$ cat config.mk
export PLATFORM = sky130hd
export DESIGN_NAME = seven_seg_scan
export DESIGN_NICKNAME = d
export VERILOG_FILES = /design/src/rtl/seven_seg_scan.sv
export SDC_FILE = /design/constraint.sdc
export NUM_CORES = 1
export LEC_CHECK = 0
export CAP_MARGIN = 25
export CORE_AREA = 2 2 72 74
export DETAILED_ROUTE_END_ITERATION = 7
export DIE_AREA = 0 0 74 76
export GPL_ROUTABILITY_DRIVEN = 0
export GPL_TIMING_DRIVEN = 0
export MAX_ROUTING_LAYER = met4
export PLACE_DENSITY_LB_ADDON = 0.1
export SYNTH_ARGS = -nofsm -noshare
export SYNTH_HDL_FRONTEND = slang
export SYNTH_SLANG_ARGS = --single-unit
$ cat constraint.sdc
create_clock -name clk -period 5 [get_ports clk]
set_clock_uncertainty 0.2 [all_clocks]
set_input_delay 0.5 -clock clk [delete_from_list [all_inputs] [get_ports clk]]
set_output_delay 0.5 -clock clk [all_outputs]
set_load 0.02 [all_outputs]
$ cat src/rtl/seven_seg_scan.sv
// seven_seg_scan: display-side consumer of the anode scan select.
// Latches the 16-bit hex value once per frame (on entry into digit 0) so a frame
// never mixes two values, blanks all anodes for BLANK_CYCLES clocks after every
// digit change to kill ghosting, and drives active-low anodes, segments and dp.
// Optional feature: define SEVSEG_LZB_EN for leading-zero blanking of digits 3..1.
module seven_seg_scan #(
    parameter int BLANK_CYCLES = 16,
    parameter int BLANK_W      = 8
) (
    input  logic        clk,
    input  logic        reset,
    input  logic        anode_clk0,
    input  logic        anode_clk1,
    input  logic [15:0] value,
    input  logic [3:0]  dp_in,
    input  logic [3:0]  digit_en,
    output logic [3:0]  an,
    output logic [6:0]  seg,
    output logic        dp,
    output logic        frame_start
);

    localparam logic ST_BLANK = 1'b0;
    localparam logic ST_SHOW  = 1'b1;

    // Last blank-counter value before the digit is revealed; clamped so a zero
    // gap still yields a legal constant.
    localparam int                 LAST_INT = (BLANK_CYCLES > 0) ? BLANK_CYCLES - 1 : 0;
    localparam logic [BLANK_W-1:0] LAST_CNT = BLANK_W'(LAST_INT);

    logic               state;
    logic [BLANK_W-1:0] cnt;
    logic [1:0]         sel;
    logic [1:0]         sel_q;
    logic               change;
    logic               frame_entry;
    logic               blank_done;

    logic [15:0]        shadow_val;
    logic [3:0]         shadow_dp;
    logic [3:0]         shadow_en;

    logic [15:0]        nxt_val;
    logic [3:0]         nxt_dp;
    logic [3:0]         nxt_en;
    logic [1:0]         disp_sel;
    logic [3:0]         nibble;
    logic               lz_dark;
    logic               lit;
    logic [3:0]         show_an;
    logic [6:0]         show_seg;
    logic               show_dp;

    // Hex to active-low {g,f,e,d,c,b,a} segment pattern.
    function automatic logic [6:0] decode(input logic [3:0] hex);
        logic [6:0] s;
        case (hex)
            4'h0: s = 7'h40;
            4'h1: s = 7'h79;
            4'h2: s = 7'h24;
            4'h3: s = 7'h30;
            4'h4: s = 7'h19;
            4'h5: s = 7'h12;
            4'h6: s = 7'h02;
            4'h7: s = 7'h78;
            4'h8: s = 7'h00;
            4'h9: s = 7'h10;
            4'hA: s = 7'h08;
            4'hB: s = 7'h03;
            4'hC: s = 7'h46;
            4'hD: s = 7'h21;
            4'hE: s = 7'h06;
            default: s = 7'h0E;
        endcase
        return s;
    endfunction

    assign sel         = {anode_clk1, anode_clk0};
    assign change      = (sel != sel_q);
    assign frame_entry = change && (sel == 2'b00);
    assign blank_done  = (BLANK_CYCLES == 0) || (cnt == LAST_CNT);

    // Shadow contents and digit index as they will be after this edge, so a
    // zero-length gap can show the freshly latched digit immediately.
    always_comb begin
        nxt_val  = frame_entry ? value    : shadow_val;
        nxt_dp   = frame_entry ? dp_in    : shadow_dp;
        nxt_en   = frame_entry ? digit_en : shadow_en;
        disp_sel = change ? sel : sel_q;
    end

    // Build the anode/segment/dp pattern for the digit currently selected.
    always_comb begin
        nibble  = nxt_val[{disp_sel, 2'b00} +: 4];
        lz_dark = 1'b0;
`ifdef SEVSEG_LZB_EN
        case (disp_sel)
            2'd3:    lz_dark = (nxt_val[15:12] == 4'h0);
            2'd2:    lz_dark = (nxt_val[15:8] == 8'h00);
            2'd1:    lz_dark = (nxt_val[15:4] == 12'h000);
            default: lz_dark = 1'b0;
        endcase
`endif
        lit               = nxt_en[disp_sel] && !lz_dark;
        show_an           = 4'b1111;
        show_an[disp_sel] = ~lit;
        show_seg          = decode(nibble);
        show_dp           = ~(lit && nxt_dp[disp_sel]);
    end

    // Scan tracking, frame latch, blanking FSM and registered outputs.
    always_ff @(posedge clk) begin
        if (reset) begin
            state       <= ST_BLANK;
            cnt         <= '0;
            sel_q       <= 2'b00;
            shadow_val  <= '0;
            shadow_dp   <= '0;
            shadow_en   <= '0;
            an          <= 4'b1111;
            seg         <= 7'h7F;
            dp          <= 1'b1;
            frame_start <= 1'b0;
        end else begin
            sel_q       <= sel;
            frame_start <= 1'b0;
            if (change) begin
                cnt <= '0;
                if (frame_entry) begin
                    shadow_val  <= value;
                    shadow_dp   <= dp_in;
                    shadow_en   <= digit_en;
                    frame_start <= 1'b1;
                end
                if (BLANK_CYCLES == 0) begin
                    state <= ST_SHOW;
                    an    <= show_an;
                    seg   <= show_seg;
                    dp    <= show_dp;
                end else begin
                    state <= ST_BLANK;
                    an    <= 4'b1111;
                    seg   <= 7'h7F;
                    dp    <= 1'b1;
                end
            end else if (state == ST_BLANK) begin
                if (blank_done) begin
                    state <= ST_SHOW;
                    an    <= show_an;
                    seg   <= show_seg;
                    dp    <= show_dp;
                end else begin
                    cnt <= cnt + 1'b1;
                    an  <= 4'b1111;
                    seg <= 7'h7F;
                    dp  <= 1'b1;
                end
            end else begin
                an  <= show_an;
                seg <= show_seg;
                dp  <= show_dp;
            end
        end
    end

endmodule

==> results of run 1 <==
[cells by family after synthesis]
| group | count (synthesis) | share of synthesized area (%) |
|---|---|---|
| and+or+nand+nor | 100 | 20.53 |
| DFF | 48 | 44.91 |
| buffers and inverters | 17 | 3.450 |
| muxes | 13 | 8.245 |
| xor gates and xnor gates | 9 | 3.684 |
| adders and majority gates | 7 | 4.093 |
| AOI/OAI and AO/OA | 52 | 15.09 |
[how the worst max path moves through the flow]
stage	end	slack, ps	depth (start not counted)
after detailed placement	seg[3]	1730	10
after global routing	seg[3]	1780	10
after global placement	seg[3]	1760	8
final	seg[3]	2060	10
after CTS	seg[3]	2050	10
after floorplan	seg[3]	2490	7
[power breakdown]
| part | switching [uW] | internal [uW] | total [uW] | leakage (uW) |
|---|---|---|---|---|
| Clock | 135 | 113 | 248 | 0.0000516 |
| Combinational | 43.8 | 43.2 | 87.0 | 0.000571 |
| Sequential | 5.10 | 390 | 395 | 0.000389 |
| Total | 184 | 547 | 731 | 0.00101 |
[worst reg2reg max path, cell delays in order (launching register included)]
cell	delay [ps]
sky130_fd_sc_hd__dfxtp_1	370
sky130_fd_sc_hd__nor2_1	310
sky130_fd_sc_hd__mux2_2	380
sky130_fd_sc_hd__o21ai_1	480
sky130_fd_sc_hd__inv_1	140
sky130_fd_sc_hd__ha_1	260
sky130_fd_sc_hd__a21boi_0	160
sky130_fd_sc_hd__a2111oi_2	360
sky130_fd_sc_hd__a31oi_1	70
[flip-flops by register name (all words and copies together) (netlist names)]
signal and cells:
an 4, cnt 8, dp 1, frame_start 1, seg 7, sel_q 2, shadow_dp 4, shadow_en 4
shadow_val 16, state 1
[synthesized netlist by cell type (all sizes together)]
| library cell | n | area, sq um |
|---|---|---|
| a2111oi | 1 | 15.01 |
| a21boi | 1 | 7.510 |
| a21o | 1 | 7.510 |
| a21oi | 27 | 135.1 |
| a22o | 1 | 8.760 |
| a22oi | 2 | 15.01 |
| a311o | 1 | 10.01 |
| a31oi | 3 | 18.77 |
| and2 | 2 | 15.02 |
| and3 | 3 | 18.77 |
| buf | 4 | 25.02 |
| clkbuf | 8 | 30.03 |
| dfxtp | 48 | 960.9 |
| ha | 7 | 87.58 |
| inv | 5 | 18.77 |
| mux2 | 7 | 78.82 |
| mux2i | 3 | 30.03 |
| mux4 | 3 | 67.56 |
| nand2 | 59 | 221.5 |
| nand3 | 6 | 30.03 |
| nand4 | 1 | 6.260 |
| nor2 | 14 | 55.06 |
| nor2b | 6 | 37.54 |
| nor3 | 4 | 20.02 |
| nor3b | 1 | 7.510 |
| nor4 | 1 | 6.260 |
| o211ai | 1 | 7.510 |
| o21a | 2 | 15.01 |
| o21ai | 8 | 40.03 |
| o221ai | 2 | 17.52 |
| o311ai | 1 | 16.27 |
| o32ai | 1 | 8.760 |
| or2 | 1 | 6.260 |
| or3 | 1 | 6.260 |
| or3b | 1 | 8.760 |
| xnor2 | 2 | 17.52 |
| xor2 | 7 | 61.31 |
[routing by layer]
metal / share of wire, % / global-route usage (%)
met3: 3.2 / 4.365
met5: 0 / -
met2: 48 / 27.05
met1: 48 / 23.92
met4: 1.2 / 4.364
[layout make-up]
cell class / instances / share of cell area [%]
plain buffers: 12 / 2.029
clock buffers: 6 / 3.043
clock inverters: 2 / 0.5071
inverters: 5 / 0.6916
multi-input cells: 181 / 40.71
flip-flops and latches: 48 / 35.41
well taps: 70 / 3.227
repair buffers: 39 / 14.38
[stage by stage]
stage               setup slack (ps)  hold WS, ps
floorplan                       2489        231.0
global placement                1757        239.3
detailed placement              1725        246.8
CTS                             2047        259.6
global route                    1781        279.8
finish                          2057        257.3
==> key figures, run 1 <==
CTS
  – Number of buffers created by CTS: 5
  – Largest buffer count on any clock path: 2
  – Number of hold-repair buffers added at the cts stage: 0
  – Clock network latency to the later pin of the worst-skew pair: 300 ps
  – Clock-pin slew on the worst setup and hold paths: 90 ps
  – TritonCTS clock tree: built
  – # Post-CTS Setup Buffers: 0
  – TritonCTS Sinks: 48
  – CTS H-Tree Depth: 2
  – Root buffer selected by CTS: sky130_fd_sc_hd__clkbuf_8
  – Post-CTS Resized: 0

Drt
  – Remaining design rule violation count: 0
  – Vias per inst: 4.882
  – Per-cell routed wire length: 12.09 microns
  – 1st-pass router iterations: 4
  – Detailed Route Iter0 Violations: 46
  – Count of nets left with antenna violations after detail routing: 0
  – Detailed Route WL: between 4000 and 5000 microns
  – Via count: 1,772

Global route
  – Grt total ovfl: 0
  – GRT Resource Usage Total: between 10% and 20%
  – Antenna violations before repair: 0
  – Wire length of the first global-routing pass: 7741 microns
  – Largest net degree at the start of global routing: 16
  – Via count of the first global-routing pass: between 1,500 and 2,000

Floorplanning
  – Core region area: 4912 sq um
  – I/O pin count: between 40 and 50
  – Floorplan die area: 5624 sq um
  – FP Rows: 26
  – Initial Utilization: 43.56%
  – Die width: 74 microns
  – Y dimension of the die: 76 microns

Logic synthesis
  – Number of nets produced by synthesis: between 200 and 300
  – Post-synthesis cell count: 246
  – Flip-flop and latch count after synthesis: 48
  – Synth Area per Inst: 8.697 sq um
  – Number of unique standard cell types used by synthesis: 43
  – Cell area after technology mapping: 2140 sq um
  – Share of the yosys chip area belonging to registers: 44.91%
  – Yosys warning count: 0

Pwr
  – Leakage component of the power: around 0.001 uW
  – Total power per unit cell area: 269.2 nW/um^2
  – Post-layout power: 730.6 uW
  – Maximum ir drop on the vdd rail: 137.4 uV

Cells and area
  – Sequential standard cell area: 960.9 sq um
  – Fill cell total of the finished layout: 489
  – Ratio of cells with drive above 1 in the final layout: 8.532%
  – Antenna cell count: 0
  – Commonest non-fill, non-tap cell in the layout: sky130_fd_sc_hd__nand2_1
  – Area added between synthesis and finish: 26.84%
  – Layout Cell Area excl Fill: 2714 sq um
  – Area taken by multi-input logic gates: 1105 sq um
  – Non-filler instance count after layout: 363
  – Final standard cell utilization of the core: 55.25%
  – Net count, final: 327
  – Leading cell types in the layout, fill and taps excluded: 59 x sky130_fd_sc_hd__nand2_1, 48 x sky130_fd_sc_hd__dfxtp_1, 39 x sky130_fd_sc_hd__clkdlybuf4s50_1, 27 x sky130_fd_sc_hd__a21oi_1, 13 x sky130_fd_sc_hd__nor2_1

Timing
  – Count of final hold-check violations: 0
  – Minimum clock period after layout: 2943 ps
  – Final setup vio count: 0
  – Pin slew with the least headroom to its limit: about 580 ps
  – Share of the cycle needed by the critical path after routing: 58.85%
  – Worst relative slew slack: 61.36%
  – Maximum frequency from static timing analysis: 0.3398 GHz
  – Total negative slack for setup checks: 0 ps
  – Final number of max-transition violations: 0
  – RSZ-0062 raised after global routing: false

Setup path
  – Critical path start-end classification: in2reg
  – Worst setup slack for register-to-register paths: 2160 ps
  – Critical Path Max Stage Delay: approximately 510 ps
  – Reg2reg start: sel_q[0]
  – Ordered list of cells on the worst path: clkdlybuf4s50_1 > buf_2 > mux2i_1 > a22oi_1 > o21ai_1 > inv_1 > ha_1 > a21boi_0 > a2111oi_2 > a31oi_1
  – End of the worst register-to-register path: seg[3]
  – Arrival time of data at the critical path endpoint: 2930 ps
  – CP max-delay cell: sky130_fd_sc_hd__clkdlybuf4s50_1
  – Register-to-Register Path Depth: 8
  – Worst setup path start: anode_clk1
  – Worst path top cell family by delay: compound AO/OA/AOI/OAI gates
  – Worst-path maximum fanout: 10
  – Launching element type of the critical path: input port
  – Nature of the critical path endpoint: flop
  – Required arrival time at the worst endpoint: 4980 ps
  – CP bufs+invs: 3

Min path
  – Hold Path Sink: shadow_en[1]
  – Worst Hold Depth: 2
  – Worst min-delay path startpoint: shadow_en[1]
  – Class of the tightest hold or removal check: reg2reg

Run
  – Max-capacitance violation count: 0

Place
  – Detail Placement HPWL: 3303 microns
  – DP Area: 2618 sq um
  – IO Port Bufs: 39
  – Placed Instances: 355

Outcome
  – Run status: complete, no violations
(Power assumes the default switching activity.)
==> inputs of run 2 (changes only) <==
==> constraint.sdc (replaced) <==
create_clock -name clk -period 2.4 [get_ports clk]
set_clock_uncertainty 0.2 [all_clocks]
set_input_delay 0.24 -clock clk [delete_from_list [all_inputs] [get_ports clk]]
set_output_delay 0.24 -clock clk [all_outputs]
set_load 0.02 [all_outputs]
==> key figures, run 2 (synthesis gave the netlist of run 1 again) <==
Outcome
  – Run status: complete, no violations

Drt
  – 1st-pass router iterations: 4
  – Detailed Route WL: 4341 microns
  – Vias per inst: 4.832
  – Detailed Route Iter0 Violations: 40
  – Per-cell routed wire length: about 12 microns
  – Count of nets left with antenna violations after detail routing: 0
  – Remaining design rule violation count: 0
  – Via count: 1,778

Run
  – Max-capacitance violation count: 0

Cells and area
  – Layout Cell Area excl Fill: approximately 2900 sq um
  – Area added between synthesis and finish: 33.51%
  – Flip-flop count of the largest register after layout: 16
  – Net count, final: roughly 330
  – Antenna cell count: 0
  – Largest registers ranked by flip-flop count: shadow_val (16), cnt (8), seg (7)
  – Commonest non-fill, non-tap cell in the layout: sky130_fd_sc_hd__nand2_1
  – Reg with most FFs: shadow_val
  – Fill cell total of the finished layout: 446
  – Ratio of cells with drive above 1 in the final layout: between 10% and 20%
  – Leading cell types in the layout, fill and taps excluded: 59 x sky130_fd_sc_hd__nand2_1, 46 x sky130_fd_sc_hd__dfxtp_1, 39 x sky130_fd_sc_hd__clkdlybuf4s50_1, 27 x sky130_fd_sc_hd__a21oi_1, 12 x sky130_fd_sc_hd__nor2_1

Floorplanning
  – Core region area: 4912 sq um
  – Floorplan die area: 5624 sq um
  – Y dimension of the die: 76 microns
  – Die width: around 74 microns
  – I/O pin count: between 40 and 50
  – FP Rows: 26
  – Initial Utilization: 43.56%

Setup path
  – Worst-path maximum fanout: 4
  – Arrival time of data at the critical path endpoint: 2360 ps
  – Worst setup path start: sel_q[0]
  – Required arrival time at the worst endpoint: around 2400 ps
  – Reg2reg start: sel_q[0]
  – Nature of the critical path endpoint: flop
  – Launching element type of the critical path: flop
  – Critical path start-end classification: reg2reg

Timing
  – Share of the cycle needed by the critical path after routing: 99.63%
  – Final Hold Slack: 204.0 ps
  – Maximum frequency from static timing analysis: 0.4182 GHz
  – Worst relative slew slack: 62.11%
  – Final number of max-transition violations: 0
  – RSZ-0062 raised after global routing: true
  – Pin slew with the least headroom to its limit: 562.4 ps
  – Minimum clock period after layout: roughly 2400 ps
  – Count of final hold-check violations: 0
  – Final setup vio count: 0

Pwr
  – Post-layout power: about 1600 uW
  – Leakage component of the power: 0.001051 uW
  – Total power per unit cell area: 550.9 nW/um^2
  – Switching portion of total power: a little under a quarter
  – Maximum ir drop on the vdd rail: between 300 and 400 uV
  – Clock share of power: about a third
  – Internal power: about 1200 uW
  – Net switching power: approximately 360 uW
  – Share of power burned in combinational logic: 13.2%
  – Sequential cell fraction of total power: a little over half

CTS
  – Number of hold-repair buffers added at the cts stage: 0
  – Clock network latency to the later pin of the worst-skew pair: a little under 300 ps
  – Number of buffers created by CTS: 5
  – Largest buffer count on any clock path: 2
  – Clock-pin slew on the worst setup and hold paths: 80 ps
  – Root buffer selected by CTS: sky130_fd_sc_hd__clkbuf_8
  – TritonCTS clock tree: built
  – TritonCTS Sinks: 48
  – CTS H-Tree Depth: 2

Global route
  – Via count of the first global-routing pass: 1,625
  – GRT Resource Usage Total: 17.19%
  – Antenna violations before repair: 0
  – Wire length of the first global-routing pass: 7314 microns
  – Grt total ovfl: 0
  – Largest net degree at the start of global routing: 14

Place
  – Detail Placement HPWL: 3186 microns
  – IO Port Bufs: 39
  – DP Area: approximately 2600 sq um

Min path
  – Worst min-delay path startpoint: anode_clk0
  – Class of the tightest hold or removal check: in2reg
run 2: path summary, 6_finish.rpt:
kind | endpoint | cells past startpoint | slack [ps]
worst max register to register | seg[3] | 8 | 9
worst min register to register | shadow_val[3] | 2 | 260
worst min-delay path | an[0] | 3 | 200
worst max-delay path | seg[3] | 8 | 9
run 2: metrics by stage:
step                TNS, ps  std cells  util (%)  setup slack [ps]
finish                    0        368     58.15             8.800
global route         -108.3        368     58.15            -48.47
CTS                       0        365     56.80             6.068
detailed placement    -3832        355     53.62            -627.5
global placement      -3713        355     53.62            -595.4
floorplan                 0        246         -             20.45
run 2: power groups by stage:
stage | combinational (uW) | sequential, uW | clock, uW
final | 208 | 822 | 544
after global routing | 230 | 824 | 596
after CTS | 196 | 823 | 563
after detailed placement | 183 | 843 | 0
after global placement | 182 | 842 | 0
after floorplan | 111 | 841 | 0
run 2: timing repair:
item | in CTS | in global routing
resized for setup | 11 | 10
endpoints found under the setup margin | 7 | 4
buffers inserted | 4 | 3
endpoints found under the hold margin | 0 | 0
pin swaps | 3 | 0
run 2: worst max-delay path, stage by stage (launching register included):
cell	delay, ps
sky130_fd_sc_hd__dfxtp_4	360
sky130_fd_sc_hd__nor2_4	150
sky130_fd_sc_hd__mux2_4	310
sky130_fd_sc_hd__mux4_2	530
sky130_fd_sc_hd__buf_6	150
sky130_fd_sc_hd__ha_4	160
sky130_fd_sc_hd__a21boi_4	130
sky130_fd_sc_hd__a2111oi_2	210
sky130_fd_sc_hd__a31oi_1	60
run 2: final cells by class:
cell class	instances	area (sq um)	area share (%)
Clock buffer	5	68.82	2.409
Inverter	5	18.77	0.6570
Buffer	12	57.56	2.015
Clock inverter	1	30.03	1.051
Timing Repair Buffer	46	450.4	15.77
Multi-Input combinational cell	181	1175	41.13
Tap cell	70	87.58	3.066
Sequential cell	48	968.4	33.90
run 2: routing by layer:
layer	part of all wire, %	wire length (microns)	track usage, %	up-vias
met3	4.0	174	4.365	4
met1	46	2015	21.35	800
met2	48	2101	26.88	30
li1	-	-	-	944
met4	1.1	48	6.000	0
met5	0	0	-	-
==> inputs of run 3 (changes only) <==
--- a/config.mk
+++ b/config.mk
@@ -7,6 +7,7 @@
 export LEC_CHECK = 0
 export CAP_MARGIN = 25
 export CORE_AREA = 2 2 72 74
+export CTS_CLUSTER_DIAMETER = 80
 export DETAILED_ROUTE_END_ITERATION = 7
 export DIE_AREA = 0 0 74 76
 export GPL_ROUTABILITY_DRIVEN = 0
==> results of run 3 <==
The final DEF is identical to that of run 2; final timing and power are the same.
